--- src/rtl/dds_pkg.sv ---
// Shared definitions for the DDS stream blocks.
//   DDS_CHANNEL / DATA_WIDTH : default lanes per wide word and bits per lane
//   clog2_min1               : counter width helper that never returns 0
//   DDS_LANE(word, k, w)     : lane k of a packed wide word, lane 0 in the LSBs
`ifndef DDS_LANE
`define DDS_LANE(word, k, w) word[(k)*(w) +: (w)]
`endif

package dds_pkg;

    localparam int DDS_CHANNEL = 8;
    localparam int DATA_WIDTH  = 16;

    // Width needed to count 0..value-1; a single-state counter still gets one bit.
    function automatic int clog2_min1(input int value);
        int result;
        if (value <= 2) begin
            result = 1;
        end else begin
            result = $clog2(value);
        end
        return result;
    endfunction

endpackage

--- src/rtl/dds_word_buffer.sv ---
// Two-entry word buffer: an active word being serialised and a hold word
// queued behind it.
//   clk, rst_n      : clock, asynchronous active-low reset
//   load_i          : a word is accepted from the source this cycle
//   data_i          : the accepted word
//   last_xfer_i     : the last lane of the active word transfers this cycle
//   act_data_o      : active word
//   act_valid_o     : active word present
//   hold_valid_o    : hold word present (source must be stalled)
module dds_word_buffer
    import dds_pkg::*;
#(
    parameter int word_width = DDS_CHANNEL * DATA_WIDTH
) (
    input  logic                  clk,
    input  logic                  rst_n,
    input  logic                  load_i,
    input  logic [word_width-1:0] data_i,
    input  logic                  last_xfer_i,
    output logic [word_width-1:0] act_data_o,
    output logic                  act_valid_o,
    output logic                  hold_valid_o
);

    logic [word_width-1:0] act_data_q,  act_data_d;
    logic [word_width-1:0] hold_data_q, hold_data_d;
    logic                  act_valid_q, act_valid_d;
    logic                  hold_valid_q, hold_valid_d;
    logic                  act_free_s;

    // Active slot is free at this edge if empty or finishing its last lane.
    assign act_free_s = ~act_valid_q | last_xfer_i;

    // Load control. load_i is never high while hold is occupied, so a hold
    // reload and a direct input load cannot collide.
    always_comb begin
        act_data_d   = act_data_q;
        hold_data_d  = hold_data_q;
        act_valid_d  = act_valid_q;
        hold_valid_d = hold_valid_q;
        if (act_free_s) begin
            if (hold_valid_q) begin
                act_data_d   = hold_data_q;
                act_valid_d  = 1'b1;
                hold_valid_d = 1'b0;
            end else if (load_i) begin
                act_data_d  = data_i;
                act_valid_d = 1'b1;
            end else begin
                act_valid_d = 1'b0;
            end
        end else begin
            if (load_i) begin
                hold_data_d  = data_i;
                hold_valid_d = 1'b1;
            end else begin
                hold_valid_d = hold_valid_q;
            end
        end
    end

    // Buffer state registers; data clears too so outputs read 0 in reset.
    always_ff @(posedge clk or negedge rst_n) begin
        if (!rst_n) begin
            act_data_q   <= '0;
            hold_data_q  <= '0;
            act_valid_q  <= 1'b0;
            hold_valid_q <= 1'b0;
        end else begin
            act_data_q   <= act_data_d;
            hold_data_q  <= hold_data_d;
            act_valid_q  <= act_valid_d;
            hold_valid_q <= hold_valid_d;
        end
    end

    assign act_data_o   = act_data_q;
    assign act_valid_o  = act_valid_q;
    assign hold_valid_o = hold_valid_q;

endmodule

--- src/rtl/dds_lane_serializer.sv ---
// Wide-to-narrow AXI-Stream serialiser: emits each dds_channel-lane input
// word as dds_channel single-sample beats, lane 0 first.
//   clk, rst_n     : clock, asynchronous active-low reset
//   s_axis_*       : wide input stream (lane k at bits [k*data_width +: data_width])
//   m_axis_tdata   : serial sample
//   m_axis_tvalid  : sample valid
//   m_axis_tready  : downstream accept
//   m_axis_tuser   : lane index of the current sample
//   m_axis_tlast   : last sample of each frame_len-sample frame
// All outputs are driven from registers only.
module dds_lane_serializer
    import dds_pkg::*;
#(
    parameter int dds_channel = DDS_CHANNEL,
    parameter int data_width  = DATA_WIDTH,
    parameter int frame_len   = 32768
) (
    input  logic                              clk,
    input  logic                              rst_n,
    input  logic [data_width*dds_channel-1:0] s_axis_tdata,
    input  logic                              s_axis_tvalid,
    output logic                              s_axis_tready,
    output logic [data_width-1:0]             m_axis_tdata,
    output logic                              m_axis_tvalid,
    input  logic                              m_axis_tready,
    output logic [$clog2(dds_channel)-1:0]    m_axis_tuser,
    output logic                              m_axis_tlast
);

    localparam int LW = clog2_min1(dds_channel);
    localparam int FW = clog2_min1(frame_len);
    localparam logic [LW-1:0] LANE_LAST  = LW'(dds_channel - 1);
    localparam logic [FW-1:0] FRAME_LAST = FW'(frame_len - 1);

    logic [LW-1:0]                     lane_q, lane_d;
    logic [FW-1:0]                     frame_q, frame_d;
    logic                              ready_en_q;
    logic [data_width*dds_channel-1:0] act_data_s;
    logic                              act_valid_s;
    logic                              hold_valid_s;
    logic                              accept_s;
    logic                              xfer_s;
    logic                              last_xfer_s;
    logic [data_width-1:0]             lane_s [dds_channel];

    assign s_axis_tready = ready_en_q & ~hold_valid_s;
    assign accept_s      = s_axis_tvalid & s_axis_tready;
    assign xfer_s        = act_valid_s & m_axis_tready;
    assign last_xfer_s   = xfer_s & (lane_q == LANE_LAST);

    dds_word_buffer #(
        .word_width (data_width * dds_channel)
    ) u_buf (
        .clk          (clk),
        .rst_n        (rst_n),
        .load_i       (accept_s),
        .data_i       (s_axis_tdata),
        .last_xfer_i  (last_xfer_s),
        .act_data_o   (act_data_s),
        .act_valid_o  (act_valid_s),
        .hold_valid_o (hold_valid_s)
    );

    for (genvar k = 0; k < dds_channel; k++) begin : g_lane
        assign lane_s[k] = `DDS_LANE(act_data_s, k, data_width);
    end

    // Lane and frame counters advance only on an output transfer.
    always_comb begin
        lane_d  = lane_q;
        frame_d = frame_q;
        if (xfer_s) begin
            if (lane_q == LANE_LAST) begin
                lane_d = '0;
            end else begin
                lane_d = lane_q + LW'(1);
            end
            if (frame_q == FRAME_LAST) begin
                frame_d = '0;
            end else begin
                frame_d = frame_q + FW'(1);
            end
        end else begin
            lane_d  = lane_q;
            frame_d = frame_q;
        end
    end

    // Counter registers; ready_en holds off input for one cycle after reset.
    always_ff @(posedge clk or negedge rst_n) begin
        if (!rst_n) begin
            lane_q     <= '0;
            frame_q    <= '0;
            ready_en_q <= 1'b0;
        end else begin
            lane_q     <= lane_d;
            frame_q    <= frame_d;
            ready_en_q <= 1'b1;
        end
    end

    assign m_axis_tvalid = act_valid_s;
    assign m_axis_tdata  = lane_s[lane_q];
    assign m_axis_tuser  = lane_q;
    assign m_axis_tlast  = act_valid_s & (frame_q == FRAME_LAST);

endmodule

--- config.mk ---
export PLATFORM = sky130hd
export DESIGN_NAME = dds_lane_serializer
export DESIGN_NICKNAME = d
export VERILOG_FILES = /design/src/rtl/dds_pkg.sv /design/src/rtl/dds_word_buffer.sv /design/src/rtl/dds_lane_serializer.sv
export SDC_FILE = /design/constraint.sdc
export NUM_CORES = 1
export LEC_CHECK = 0
export BUFFER_PORTS_ARGS = -buffer_cell sky130_fd_sc_hd__clkbuf_2
export CAP_MARGIN = 20
export CORE_MARGIN = 1.5
export CORE_UTILIZATION = 42
export DETAILED_ROUTE_END_ITERATION = 12
export MAX_ROUTING_LAYER = met4
export SETUP_SLACK_MARGIN = 0.02
export SLEW_MARGIN = 40
export SYNTH_ARGS = -nofsm -noshare
export SYNTH_HDL_FRONTEND = slang
export SYNTH_SLANG_ARGS = --single-unit
--- constraint.sdc ---
create_clock -name clk -period 3.9 [get_ports clk]
set_clock_uncertainty 0.15 [all_clocks]
set_input_delay 0.585 -clock clk [delete_from_list [all_inputs] [get_ports clk]]
set_output_delay 0.585 -clock clk [all_outputs]
set_load 0.01 [all_outputs]
; ---- After elaboration in Yosys (flattened, before gate mapping)
; Index checks and enable logic that the tools add are counted.
[word_totals]
regBits = 277
latch_bits = 0
ramBits = 0
rom_bits = 0
inputBits = 132
n_memories = 0
[op_classes]
add_sub_neg = 2
multipliers = 0
div_mod_pow = 0
order_cmp = 1
n_eq_ne = 2
n_shift = 0
mux = 11
bitwise = 10
n_reduce_logical = 4
[ops]
columns = cell, count
row1 = $mux 128, 2
row2 = $bmux 16 s3, 1
row3 = $mux 16, 2
row4 = $add 15x1->15 const B, 1
row5 = $eq 15x15->1 const B, 1
row6 = $mux 15, 1
row7 = $and 1x1->1, 5
row8 = $ge 4x4->1 const B, 1
row9 = $mux 1, 4
row10 = $not 3->4, 1
row11 = $reduce_and 2->1, 2
row12 = $reduce_bool 2->1, 2
row13 = $add 3x1->3 const B, 1
row14 = $eq 3x3->1 const B, 1
row15 = $mux 3, 1
row16 = $not 1->1, 3
row17 = $or 1x1->1, 1

; ---- Depth between registers and ports, before layout
; Gate-level depths: netlist of run 1.
[depth]
ltp_word = 5
mapped_depth = 8
mapped_depth_nobuf = 6

; ---- Hierarchy
; A second synthesis of run 1 with hierarchy kept.
[hier_totals]
hier_cells = 838
hier_area_um2 = 14042.2
[by_module_without_submodules]
columns = mod, instances, cells_per_inst, area_per_inst_um2
row1 = dds_word_buffer, 1, 691, 12160.4
row2 = dds_lane_serializer, 1, 147, 1881.8

; ---- Least setup slack after synthesis of run 1
; Ideal clock, no wire load.
[synth_path]
path_kind = register to output
from = register lane_q[0] (netlist: m_axis_tuser[0])
to = output m_axis_tdata[0]
arrival_ns = 1.571
t_required_ns = 3.165
path_slack_ns = 1.594
path_stages_with_launch = 5
path_buffers = 2
path_cell_list = dfrtp_1 -> buf_6 -> buf_6 -> mux4_1 -> mux2_2
[synth_via]
elab_chain_cells = 4
[synth_rtl]
columns = item, line_no
row1 = start: declaration, dds_lane_serializer.sv:35  ; logic [LW-1:0] lane_q, lane_d;
row2 = start signal: assignment, dds_lane_serializer.sv:96  ; lane_q <= lane_d;
row3 = $not 3->4 (not written as such), dds_lane_serializer.sv:103  ; assign m_axis_tdata = lane_s[lane_q];
row4 = $bmux 16 s3, dds_lane_serializer.sv:103
row5 = $mux 16 (not written as such) (2 in series), dds_lane_serializer.sv:103
row6 = end: declaration, dds_lane_serializer.sv:23  ; output logic [data_width-1:0] m_axis_tdata,
; No other way between the ends. The select of a mux whose other input is x is not followed.

; ---- Final worst setup path of run 1
; Ends and elaborated chain as after synthesis.

==> results of run 1 <==
[per-stage QoR]
stage	instance area (µm²)	util, %
after global routing	15100	49.5
after detailed placement	14100	46.2
after floorplan	13100	-
after global placement	14100	46.2
final	15100	49.5
after CTS	15100	49.5
[power by group through the flow]
stage          Combinational, µW  Clock (µW)  Sequential (µW)
3_5_place_dp                4990           0             5270
6_report                    4950        2850             5270
2_1_floorplan               3770           0             4850
3_3_place_gp                4890           0             5260
4_1_cts                     5010        2900             5260
5_1_grt                     5380        3030             5430
[critical path: cells and delay by family (launching register included)]
family   cells  cell delay (ns)
mux          2             0.88
flops        1             0.83
buf+inv      2             0.48
[registers in the layout, summed over array words and instances, names as in the netlist]
| signal | count |
|---|---|
| frame_q | 15 |
| u_buf.act_valid_o | 1 |
| ready_en_q | 1 |
| u_buf.hold_data_q | 128 |
| m_axis_tuser | 3 |
| u_buf.hold_valid_o | 1 |
| u_buf.act_data_o | 128 |
[routing by layer]
metal  routed length, µm  track usage (%)
met5                   0                -
met4                 622             4.61
met3                1680             3.12
met2               14200             30.3
met1               15900             32.0
[cells by family (layout without fill, tap and decap cells)]
group | Yosys count | in the layout | synth area share (%)
mux | 306 | 306 | 31.4
flops | 277 | 277 | 53.1
simple gates | 177 | 177 | 5.67
compound gates | 135 | 135 | 5.26
buf+inv | 70 | 228 | 3.48
xor+xnor | 12 | 12 | 0.805
fa+ha+maj | 3 | 3 | 0.287
other cells | 1 | 1 | 0.0287
[worst max path at each step]
stage | startpoint | end | slack, ns
3_5_place_dp | m_axis_tuser[0] | m_axis_tdata[0] | 0.93
3_3_place_gp | m_axis_tuser[0] | m_axis_tdata[12] | 0.94
4_1_cts | m_axis_tuser[0] | m_axis_tdata[0] | 0.33
5_1_grt | m_axis_tuser[0] | m_axis_tdata[0] | 0.27
6_report | m_axis_tuser[0] | m_axis_tdata[0] | 0.42
2_1_floorplan | m_axis_tuser[0] | m_axis_tdata[0] | 1.59
[area by class of cell]
type / count / area (µm²)
sequential: 277 / 6940
timing repair buffer: 170 / 1010
fill: 2745 / 15500
inverter: 2 / 7.51
multi-input combinational: 634 / 5700
tap: 396 / 495
clock buffer: 47 / 906
clock inverter: 9 / 85.1
[cell usage in the layout, fill, tap and decap left out, types with 11 or more instances in the layout]
cell         n
mux2i_1    128
mux2_4     120
a21oi_1    130
nor2_1     140
clkbuf_2   152
dfrtp_1    275
clkbuf_16   31
mux2_2      26
nand2_1     11
mux4_2      30
[what timing repair did]
action,in CTS,in global routing
hold buffers,1,0
hold endpoints to repair,56,0
endpoints found under the setup margin,0,0
==> metrics.txt, run 1 <==
FF+latch count, synth=between 200 and 300; Final ANT Viol Nets=0; Die X=~180 µm; vias in the first global route=around 8300; CTS tree=built; Non-Filler Instances=1535; # rows=64; post-synth top area share=between 50 and 60%; Synth cell types=32; Clk pin slew, worst setup/hold paths=approximately 0.06 ns; Starting Density=a little over two fifths; Worst Hold Depth=2; Fin. Hold Viols=0; Setup crit start kind=flip-flop; DR DRC count=0; TritonRoute pass-1 iters=5; Leakage=between 0.007 and 0.008 µW; GPL Wtd Cong=roughly 0.87; final worst-path cycle share=89.3%; Max FO, Critical Path=23; Placed Cells incl. Taps=approximately 1500; Synth async-reset ratio=100%; vias per std cell=around 5.3; TritonCTS Sinks=roughly 280; Routed wire per std cell=21.1 µm; max_slew headroom=around half; endpoints failing setup=0; VDD IR max=approximately 400 µV; number of synthesized flops with an enable pin=0; PD cells=roughly 860 nW/µm²; total core area=slightly above 30000 µm²; Die Y=about 180 µm; worst path required time=approximately 3.2 ns; worst reg2reg path depth=6; Cell Area, Synth=between 10000 and 15000 µm²; Post-DP HPWL=approximately 23000 µm; slowest CP cell=dfrtp_2; clock buffer count from CTS=31; worst hold margin=between 0.1 and 0.15 ns; RSZ-0062 raised after global routing=no; number of post-CTS setup repair buffers=0; Worst Setup Slack, final=~0.42 ns; layout cells sized above 1=roughly a third; Worst EP arrival=between 2 and 3 ns; Antenna diodes=0; Ports=154; Area Overhead vs Synth=15.8%; Design Power=about 13000 µW; hold path start=s_axis_tdata[118]; outcome=finished, final reports clean; PortBufs=153; gr usage total=21.2%; Int Power=around 8600 µW; Tmin final=around 3.5 ns; R2R Path End=u_buf.hold_data_q[4]; crit end category=primary output; Post-synth top cells=dfrtp_1, nor2_1, a21oi_1, mux2i_1, mux2_4; sequential power share=approximately 40%; post-place setup slack=around 0.9 ns; r2r setup slk=~1.0 ns; number of antenna violations at the first check in global routing=0; critical path class=flip-flop to primary output; first-pass GRT wire length=approximately 50000 µm; syn nets=between 1000 and 1500; Syn Area/Cell=between 10 and 15 µm²; sw power=4460 µW; global route total overflow=0; max cap viols=0; slowest cell delay on critical path=between 0.8 and 0.9 ns; Seq/Total Area, Yosys=between 50% and 60%; yosys warns=0; Max Slew Vio Count=0; combinational fraction of design power=~38%; synth top area cells=dfrtp_1, mux2_4, mux2i_1; max frequency=roughly 290 MHz; Least-Margin Pin Slew=between 0.7 and 0.8 ns; hold path endpoint=u_buf.hold_data_q[118]; H-Tree Depth=1; Main synth FF type=dfrtp_1; R2R Path Start=m_axis_tuser[0]; clock latency on the worst-skew pair=0.57 ns; Vias=~8100; CTS resizes=0; Final Net Count=about 1300; Switching Fraction=between 30% and 40%; 1st-iter DRT viols=~570; crit-path cells=buf_4, mux4_1, mux2_2, clkbuf_2; worst hold path class=input pin to flip-flop; Synth area leader=dfrtp_1; most common cell in the synthesized netlist=dfrtp_1; clk buf depth=3; Setup TNS=0 ns; Clk network pwr share=between 20% and 30%; DRT Wirelength=around 32000 µm; Die Area=32200 µm²; largest net degree at the start of global routing=between 100 and 150; Gate Count Post-Synth=a little under 1000; Root Driver=clkbuf_16
Note: power is estimated with default switching activity, not from simulation.
==> inputs of run 2 (changes only) <==
--- a/config.mk
+++ b/config.mk
@@ -7,3 +7,3 @@
 export LEC_CHECK = 0
-export BUFFER_PORTS_ARGS = -buffer_cell sky130_fd_sc_hd__clkbuf_2
+export BUFFER_PORTS_ARGS = -buffer_cell sky130_fd_sc_hd__buf_2
 export CAP_MARGIN = 20
==> constraint.sdc (replaced) <==
create_clock -name clk -period 3.9 [get_ports clk]
set_clock_uncertainty 0.15 [all_clocks]
set_input_delay 0 -clock clk [delete_from_list [all_inputs] [get_ports clk]]
set_output_delay 0 -clock clk [all_outputs]
set_load 0.01 [all_outputs]
==> metrics.txt, run 2 (synthesis gave the netlist of run 1 again) <==
Tmin final=2.82 ns (-0.663 ns); max frequency=355 MHz (+24%); Switching Fraction=33.6% (-0.44 points); Worst EP arrival=3.10 ns (+0.35 ns); Routed wire per std cell=19.5 µm (-7.7%); Reg area=6940 µm² (unchanged); Area Overhead vs Synth=25.8%; post-layout util=53.7% (+4.3 points); TritonRoute pass-1 iters=5 (unchanged); CTS tree=built; most frequent cells in the layout=dfrtp_1, buf_2, nor2_1; Final Net Count=1381 (+10%); RSZ-0062 raised after global routing=no; Die Y=179 µm (unchanged); number of post-CTS setup repair buffers=0 (unchanged); Least-Margin Pin Slew=0.725 ns (-0.0522 ns); slowest CP cell=dfrtp_1; Fin. Hold Viols=0 (unchanged); max_slew headroom=51.7% (+3.5 points); Max Slew Vio Count=0 (unchanged); PD cells=800 nW/µm² (-7.4%); Vias=8516 (+5.6%); sequential power share=40.0% (-0.3 points); Max FO, Critical Path=26 (+13%); VDD IR max=402 µV (-0.67%); Leakage=0.00817 µW (+6.8%); Multi-input gate area=5700 µm² (unchanged); clk buf depth=3 (unchanged); Area after DPL=14100 µm² (-0.32%); endpoints failing setup=0 (unchanged); # rows=64 (unchanged); GPL Wtd Cong=0.835 (-3.9%); outcome=finished, final reports clean; Die Area=32200 µm² (unchanged); Ports=154 (unchanged); Post-DP HPWL=21400 µm (-5.3%); post-route cell area=16400 µm² (+8.6%); H-Tree Depth=1 (unchanged); total core area=30600 µm² (unchanged); layout cells sized above 1=31.3% (-3.8 points); TritonCTS Sinks=277 (unchanged); commonest non-fill, non-tap cell in the layout=dfrtp_1; first-pass GRT wire length=49600 µm (-1.4%); Setup TNS=0 ns (unchanged); Die X=179 µm (unchanged); vias per std cell=5.11 (-2.6%); Clk network pwr share=21.7% (about the same); Filler cells=2630 (-4.2%); final worst-path cycle share=72.3% (-17 points); Setup crit start kind=flip-flop; clock latency on the worst-skew pair=0.55 ns (-0.02 ns); global route total overflow=0 (unchanged); PortBufs=153 (unchanged); slowest cell delay on critical path=0.63 ns (-0.20 ns); worst hold path class=input pin to flip-flop; max cap viols=0 (unchanged); sw power=4420 µW (-0.68%); Final ANT Viol Nets=0 (unchanged); Clk pin slew, worst setup/hold paths=0.06 ns (about the same); 1st-iter DRT viols=511 (-9.6%); crit-path cells=ha_1, a21boi_2, nand3_4, buf_4, mux2_4; Starting Density=42.7% (unchanged); Int Power=8730 µW (+1.3%); CTS resizes=0 (unchanged); number of antenna violations at the first check in global routing=2 (+2); gr usage total=21.0% (-0.22 points); DRT Wirelength=32400 µm (about the same); critical path class=flip-flop to flip-flop; vias in the first global route=8437 (+1.5%); clock buffer count from CTS=31 (unchanged); worst path required time=4.18 ns (+1.02 ns); DR DRC count=0 (unchanged); Root Driver=clkbuf_16; largest net degree at the start of global routing=159 (+38%); crit end category=flip-flop; combinational fraction of design power=38.4% (+0.6 points)
-- run 2: timing repair --
item,4_1_cts,5_1_grt
endpoints found under the setup margin,0,0
hold buffers,133,0
endpoints found under the hold margin,453,0
-- run 2: worst paths after layout --
check | startpoint | end | slack [ns] | cells after the start
worst max-delay path | m_axis_tuser[2] | u_buf.hold_data_q[20] | 1.08 | 5
worst min-delay path | s_axis_tdata[47] | u_buf.hold_data_q[47] | 0.08 | 3
worst max register to register | m_axis_tuser[2] | u_buf.hold_data_q[20] | 1.08 | 5
worst min register to register | frame_q[14] | frame_q[14] | 0.33 | 1
max in group asynchronous | rst_n | u_buf.act_data_o[85] | 2.53 | 4
min in group asynchronous | rst_n | u_buf.act_data_o[81] | 0.34 | 3
-- run 2: worst max-delay path, delay by kind of cell, from the launching register on --
family                     cells  cell delay, ns
AOI/OAI and AO/OA              1            0.26
adders and majority gates      1            0.37
buffers and inverters          1            0.47
and+or+nand+nor                1            0.44
DFF                            1            0.63
muxes                          1            0.35
-- run 2: layout make-up --
| cell class | count | area share (%) |
|---|---|---|
| Timing Repair Buffer | 300 | 14.0 |
| Antenna cell | 2 | 0.0305 |
| Tap cell | 396 | 3.01 |
| Clock buffer | 50 | 5.76 |
| Multi-Input combinational cell | 634 | 34.7 |
| Sequential cell | 277 | 42.2 |
| Clock inverter | 4 | 0.297 |
| Inverter | 2 | 0.0457 |
-- run 2: layer usage --
layer	routed length, µm	part of all wire (%)	track usage [%]	vias to the layer above
met4	843	2.6	5.58	0
met3	1530	4.7	2.70	49
met1	15900	49	31.7	4264
li1	-	-	-	4010
met2	14100	43	29.8	193
met5	0	0	-	-
-- run 2: through the flow --
stage	total power, µW	instances	hold WS (ns)	setup WS [ns]
2_1_floorplan	8630	981	-0.446	1.89
3_3_place_gp	10100	1476	-0.0463	1.15
4_1_cts	13300	1663	0.0567	1.04
3_5_place_dp	10200	1476	-0.0455	1.08
6_report	13200	1665	0.0753	1.08
5_1_grt	13900	1665	0.0713	0.926
-- run 2: power by group through the flow --
| stage | clock network [µW] | registers, µW | logic, µW |
|---|---|---|---|
| after CTS | 2920 | 5230 | 5110 |
| after global routing | 3030 | 5420 | 5470 |
| after global placement | 0 | 5210 | 4890 |
| after detailed placement | 0 | 5230 | 4980 |
| after floorplan | 0 | 4850 | 3770 |
| final | 2850 | 5260 | 5050 |
